[config.mk]
export PLATFORM = sky130hd
export DESIGN_NAME = mem_arbiter
export DESIGN_NICKNAME = d
export VERILOG_FILES = /design/src/rtl/mem_arbiter.sv
export SDC_FILE = /design/constraint.sdc
export NUM_CORES = 1
export LEC_CHECK = 0
export CORE_MARGIN = 5
export CORE_UTILIZATION = 40
export DETAILED_ROUTE_END_ITERATION = 8
export GPL_TIMING_DRIVEN = 0
export HOLD_SLACK_MARGIN = 0.08
export PLACE_DENSITY = 0.8
export SLEW_MARGIN = 20
export SYNTH_ARGS = -nofsm -noshare
export SYNTH_HDL_FRONTEND = slang
export SYNTH_SLANG_ARGS = --single-unit
export TNS_END_PERCENT = 5
[constraint.sdc]
create_clock -name clk -period 1.6 [get_ports clk]
set_input_delay 0.32 -clock clk [delete_from_list [all_inputs] [get_ports clk]]
set_output_delay 0.32 -clock clk [all_outputs]
set_load 0.05 [all_outputs]
[src/rtl/mem_arbiter.sv]
`default_nettype none
// ============================================================================
// Module   : mem_arbiter
// Purpose  : Two-port (CPU / loader) arbiter and sequencer for the unified
//            instruction/data memory. It issues one access at a time, paces
//            it to the fixed memory read latency and returns per-port done
//            pulses with registered read data.
// Revision : 1.0 - initial release
// ============================================================================
module mem_arbiter #(
  parameter int AW      = 32,
  parameter int DW      = 32,
  parameter int MEM_LAT = 1    // legal range 1..15
) (
  input  logic          clk,
  input  logic          reset,    // synchronous, active-low

  input  logic          c_req,
  input  logic          c_we,
  input  logic [AW-1:0] c_addr,
  input  logic [DW-1:0] c_wdata,
  output logic [DW-1:0] c_rdata,
  output logic          c_done,
  output logic          c_stall,

  input  logic          d_req,
  input  logic          d_we,
  input  logic [AW-1:0] d_addr,
  input  logic [DW-1:0] d_wdata,
  output logic [DW-1:0] d_rdata,
  output logic          d_done,

  output logic          m_en,
  output logic          m_we,
  output logic [AW-1:0] m_addr,
  output logic [DW-1:0] m_wdata,
  input  logic [DW-1:0] m_rdata,

  output logic          busy,
  output logic          owner
);

  typedef enum logic [1:0] {
    IDLE  = 2'd0,
    ISSUE = 2'd1,
    WAIT  = 2'd2,
    CAPT  = 2'd3
  } state_t;

  // Counter preload: remaining cycles between ISSUE and CAPT
  localparam logic [3:0] LAT_M1 = 4'(MEM_LAT - 1);

  state_t     state;
  logic [3:0] lat_cnt;
  logic       last_grant;   // 0 = CPU, 1 = loader
  logic       acc_we;       // latched write flag, kept for the CAPT decision

  logic       c_elig;
  logic       d_elig;
  logic       grant_d;
  logic       any_elig;

  // A port whose done pulse is high this cycle is masked so it cannot be
  // re-granted before it has seen its completion.
  assign c_elig   = c_req & ~c_done;
  assign d_elig   = d_req & ~d_done;
  assign any_elig = c_elig | d_elig;
  // Loader wins when it is the only eligible port, or on a tie when the CPU
  // was granted last.
  assign grant_d  = d_elig & (~c_elig | ~last_grant);

  // Stall the CPU decoder from request until its completion pulse
  assign c_stall  = c_req & ~c_done;

  // Arbitration / sequencing FSM with registered outputs
  always_ff @(posedge clk) begin
    if (!reset) begin
      state      <= IDLE;
      lat_cnt    <= 4'd0;
      last_grant <= 1'b1;
      acc_we     <= 1'b0;
      owner      <= 1'b0;
      busy       <= 1'b0;
      m_en       <= 1'b0;
      m_we       <= 1'b0;
      m_addr     <= '0;
      m_wdata    <= '0;
      c_rdata    <= '0;
      d_rdata    <= '0;
      c_done     <= 1'b0;
      d_done     <= 1'b0;
    end else begin
      c_done <= 1'b0;
      d_done <= 1'b0;
      m_en   <= 1'b0;
      m_we   <= 1'b0;
      case (state)
        IDLE: begin
          if (any_elig) begin
            owner   <= grant_d;
            acc_we  <= grant_d ? d_we    : c_we;
            m_we    <= grant_d ? d_we    : c_we;
            m_addr  <= grant_d ? d_addr  : c_addr;
            m_wdata <= grant_d ? d_wdata : c_wdata;
            m_en    <= 1'b1;
            busy    <= 1'b1;
            state   <= ISSUE;
          end
        end
        ISSUE: begin
          lat_cnt <= LAT_M1;
          state   <= (MEM_LAT > 1) ? WAIT : CAPT;
        end
        WAIT: begin
          lat_cnt <= lat_cnt - 4'd1;
          if (lat_cnt == 4'd1) begin
            state <= CAPT;
          end
        end
        CAPT: begin
          if (!acc_we) begin
            if (owner) d_rdata <= m_rdata;
            else       c_rdata <= m_rdata;
          end
          if (owner) d_done <= 1'b1;
          else       c_done <= 1'b1;
          last_grant <= owner;
          busy       <= 1'b0;
          state      <= IDLE;
        end
        default: state <= IDLE;
      endcase
    end
  end

endmodule
`default_nettype wire
==> flow_metrics.py <==
metrics = {
    "die": {
        "core_area_um2": 14000,
        "start_util_pct": 41.1,
        "row_count": 43,
        "die_area_um2": 16900,
        "die_h_um": 130,
        "fp.dieW_um": 130,
        "io_pins": 301,
    },
    "setup_path": {
        "cp_max_fo": 2,
        "r2r-start": "state[1]$_SDFFE_PN0P_",
        "required_ns": 1.28,
        "r2r_slack_ns": 0.06,
        "crit_type": "reg -> out",
        "critPathSlowestCell": "clkdlybuf4s15_1",
        "path_cells": "clkdlybuf4s15_1",
        "critical_path.top_delay_family": "buffers and inverters",
        "critPathLaunchType": "register",
        "setup.worst_path.end_class": "output port",
        "r2r_cells": 6,
        "crit_path_max_incr_delay_ns": 0.49,
        "worst_r2r_endpoint": "c_rdata[11]$_SDFFE_PN0P_",
        "crit_buf_inv": 1,
        "cp.arrival_ns": 1.23,
    },
    "cts": {
        "clock_latency_ns": 0.43,
        "tritoncts": "done",
        "numCtsBuffers": 17,
        "cts_hold_buf": 0,
        "cts_max_path_buffers": 2,
        "clock-sinks": 142,
        "cts-htree-levels": 4,
        "cts_root_buf": "clkbuf_16",
        "clk_pin_slew_ns": 0.06,
    },
    "power": {
        "ir_drop_v": 0.000831,
        "p_per_area_nw_per_um2": 1570,
        "leakage_nw": 3.79,
    },
    "yosys": {
        "ys_seq_elements": 142,
        "ys_warn_count": 0,
        "yosysSeqAreaShare_pct": 49.4,
        "syn-num-nets": 876,
        "syn_avg_cell_area_um2": 8.17,
        "ys_types": 35,
        "syn_area_um2": 5750,
        "syn_inst": 704,
    },
    "global_route": {
        "grtUsageTotal_pct": 23.9,
        "antenna_found_initial": 0,
        "grt-ovfl-total": 0,
        "first_global_vias": 5924,
        "grt_first_pass_wirelength_mm": 30.9,
        "grt_max_degree": 17,
    },
    "final_layout": {
        "n_antenna_cell": 0,
        "nFillCells": 1179,
        "area_delta_synth_final_pct": 66.0,
        "layout.nets": 1195,
        "fin_area_um2": 9550,
        "drive_gt1_share_pct": 21.3,
    },
    "hold_path": {
        "hold_class": "in -> reg",
        "whs_endpoint": "last_grant$_SDFFE_PN1P_",
        "min_path_cells": 2,
        "hold_start": "reset",
    },
    "timing": {
        "final.setup.worst_slack_ns": 0.0451,
        "maxSlewHeadroom_pct": 68.0,
        "finalHoldViolCount": 0,
        "setup_violations": 0,
        "fin_crit_sh_pct": 97.2,
        "report.final.slew_viol_count": 0,
        "max_clock_freq_ghz": 0.643,
        "period_needed_ns": 1.55,
        "skew_ns": 0.00942,
        "finalSetupTns_ns": 0,
        "rsz0062_at_grt": "yes",
        "tightestPinTransition_ns": 0.481,
    },
    "placement": {
        "hpwl_mm": 16.0,
        "place_area_um2": 8970,
        "globalplace.congestion": 0.920,
        "portBuffers": 299,
        "pre_cts_slack_ns": -0.568,
    },
    "drt": {
        "dr.pass1.iters": 4,
        "detail_route.wirelength_mm": 20.8,
        "viasPerCell": 5.04,
        "drtIter0Drc": 295,
        "wl_per_cell_um": 17.1,
        "detail-route-antenna-nets": 0,
        "route.detailed.drc": 0,
        "num_vias": 6128,
    },
    "status": {
        "status": "finished, final reports clean",
    },
    "flow_run": {
        "cap_violations": 0,
    },
}
## where the power goes
group / switching [mW] / internal (mW) / leakage, nW
clock: 1.51 / 3.00 / 0.327
combinational: 3.94 / 1.98 / 2.30
sequential: 0.378 / 4.22 / 1.16
total: 5.83 / 9.19 / 3.79
## metal layers
layer  share of wire (%)  global-route usage, %  vias up
met5                   0                      0        -
met4                 3.1                   9.54        0
met3                  10                   10.3       42
met2                  50                   42.0      265
met1                  37                   25.2     2802
li1                    -                      -     3019
## stage by stage
step / utilization, % / power [mW] / instances / hold WS [ns]
4_1_cts: 70.1 / 15.1 / 1216 / 0.231
3_3_place_gp: 64.2 / 10.6 / 1183 / 0.440
5_1_grt: 68.3 / 15.7 / 1216 / 0.236
2_1_floorplan: - / 8.38 / 704 / 0.455
3_5_place_dp: 64.2 / 10.7 / 1183 / 0.445
6_report: 68.3 / 15.0 / 1216 / 0.238
## layout make-up
class | count | area (um2) | share of cell area, %
Multi-Input combinational cell | 499 | 2590 | 27.2
Timing Repair Buffer | 301 | 2820 | 29.5
Buffer | 56 | 370 | 3.88
Clock inverter | 11 | 211 | 2.21
Sequential cell | 142 | 2850 | 29.8
Clock buffer | 21 | 460 | 4.82
Tap cell | 180 | 225 | 2.36
Inverter | 6 | 22.5 | 0.236
## placed cells by master, fill, tap and decap left out, types with 4 or more instances in the layout
cell type and count:
nand2_1 261, clkdlybuf4s50_1 164, dfxtp_1 139, clkdlybuf4s15_2 74, a21boi_1 64, a31oi_1 64, o21ai_0 63, clkbuf_2 59
clkbuf_1 17, clkbuf_16 17, buf_4 16, buf_2 13, buf_6 8, o21ai_1 6, bufinv_16 6, inv_1 5
clkbuf_4 4, nand3_1 4, ha_1 4
## how the worst max path moves through the flow
stage	endpoint	cells past startpoint	start
floorplan	m_addr[22]$_SDFFE_PN0P_	7	c_done$_SDFF_PN0_
global placement	c_stall	4	c_req
detailed placement	c_stall	4	c_req
CTS	m_addr[29]$_SDFFE_PN0P_	7	state[0]$_SDFFE_PN0P_
global route	c_rdata[19]$_SDFFE_PN0P_	6	state[1]$_SDFFE_PN0P_
finish	c_done	1	c_done$_SDFF_PN0_
## sequential cells by signal, summed over array words and instances, names as in the netlist
signal / flops
c_done: 1
busy: 1
d_rdata: 32
m_we: 1
lat_cnt: 4
m_addr: 32
d_done: 1
c_rdata: 32
m_wdata: 32
m_en: 1
state: 2
owner: 1
acc_we: 1
last_grant: 1
## timing repair
action,CTS,global route
resized for setup,375,67
setup buffers,1,1
pin swaps,1,0
setup endpoints to repair,256,174
## cells by family after synthesis
logic type,count (synthesis),share of synthesized area (%)
and+or+nand+nor,284,19.9
AOI/OAI and AO/OA,207,23.0
DFF,142,49.4
buffers and inverters,63,6.00
adders and majority gates,6,1.30
muxes,2,0.348
## synthesized netlist by cell type
cell type	n	area, um2
or3b_1	2	17.5
nor2b_1	3	18.8
nand2b_1	1	6.26
ha_1	6	75.1
a21oi_1	2	10.0
o22ai_1	1	6.26
o21ai_0	63	315
mux2i_1	2	20.0
dfxtp_1	142	2840
and3_1	1	6.26
buf_4	8	60.1
nor3_1	1	5.00
nand2b_4	2	27.5
nor3b_2	1	12.5
nor3b_1	2	15.0
buf_2	21	105
o21ai_1	6	30.0
nand3_1	4	20.0
a21boi_4	1	18.8
a32o_1	1	10.0
a31oi_1	64	400
a21oi_2	1	8.76
a21boi_1	64	480
a32oi_2	1	16.3
o211a_1	2	20.0
and2_1	3	18.8
inv_2	1	3.75
inv_1	5	18.8
buf_6	7	78.8
and3b_1	1	8.76
nand2_1	261	980
or2_1	1	6.26
nor2_1	1	3.75
a21o_2	1	8.76
clkbuf_1	21	78.8
(Power assumes the default switching activity.)
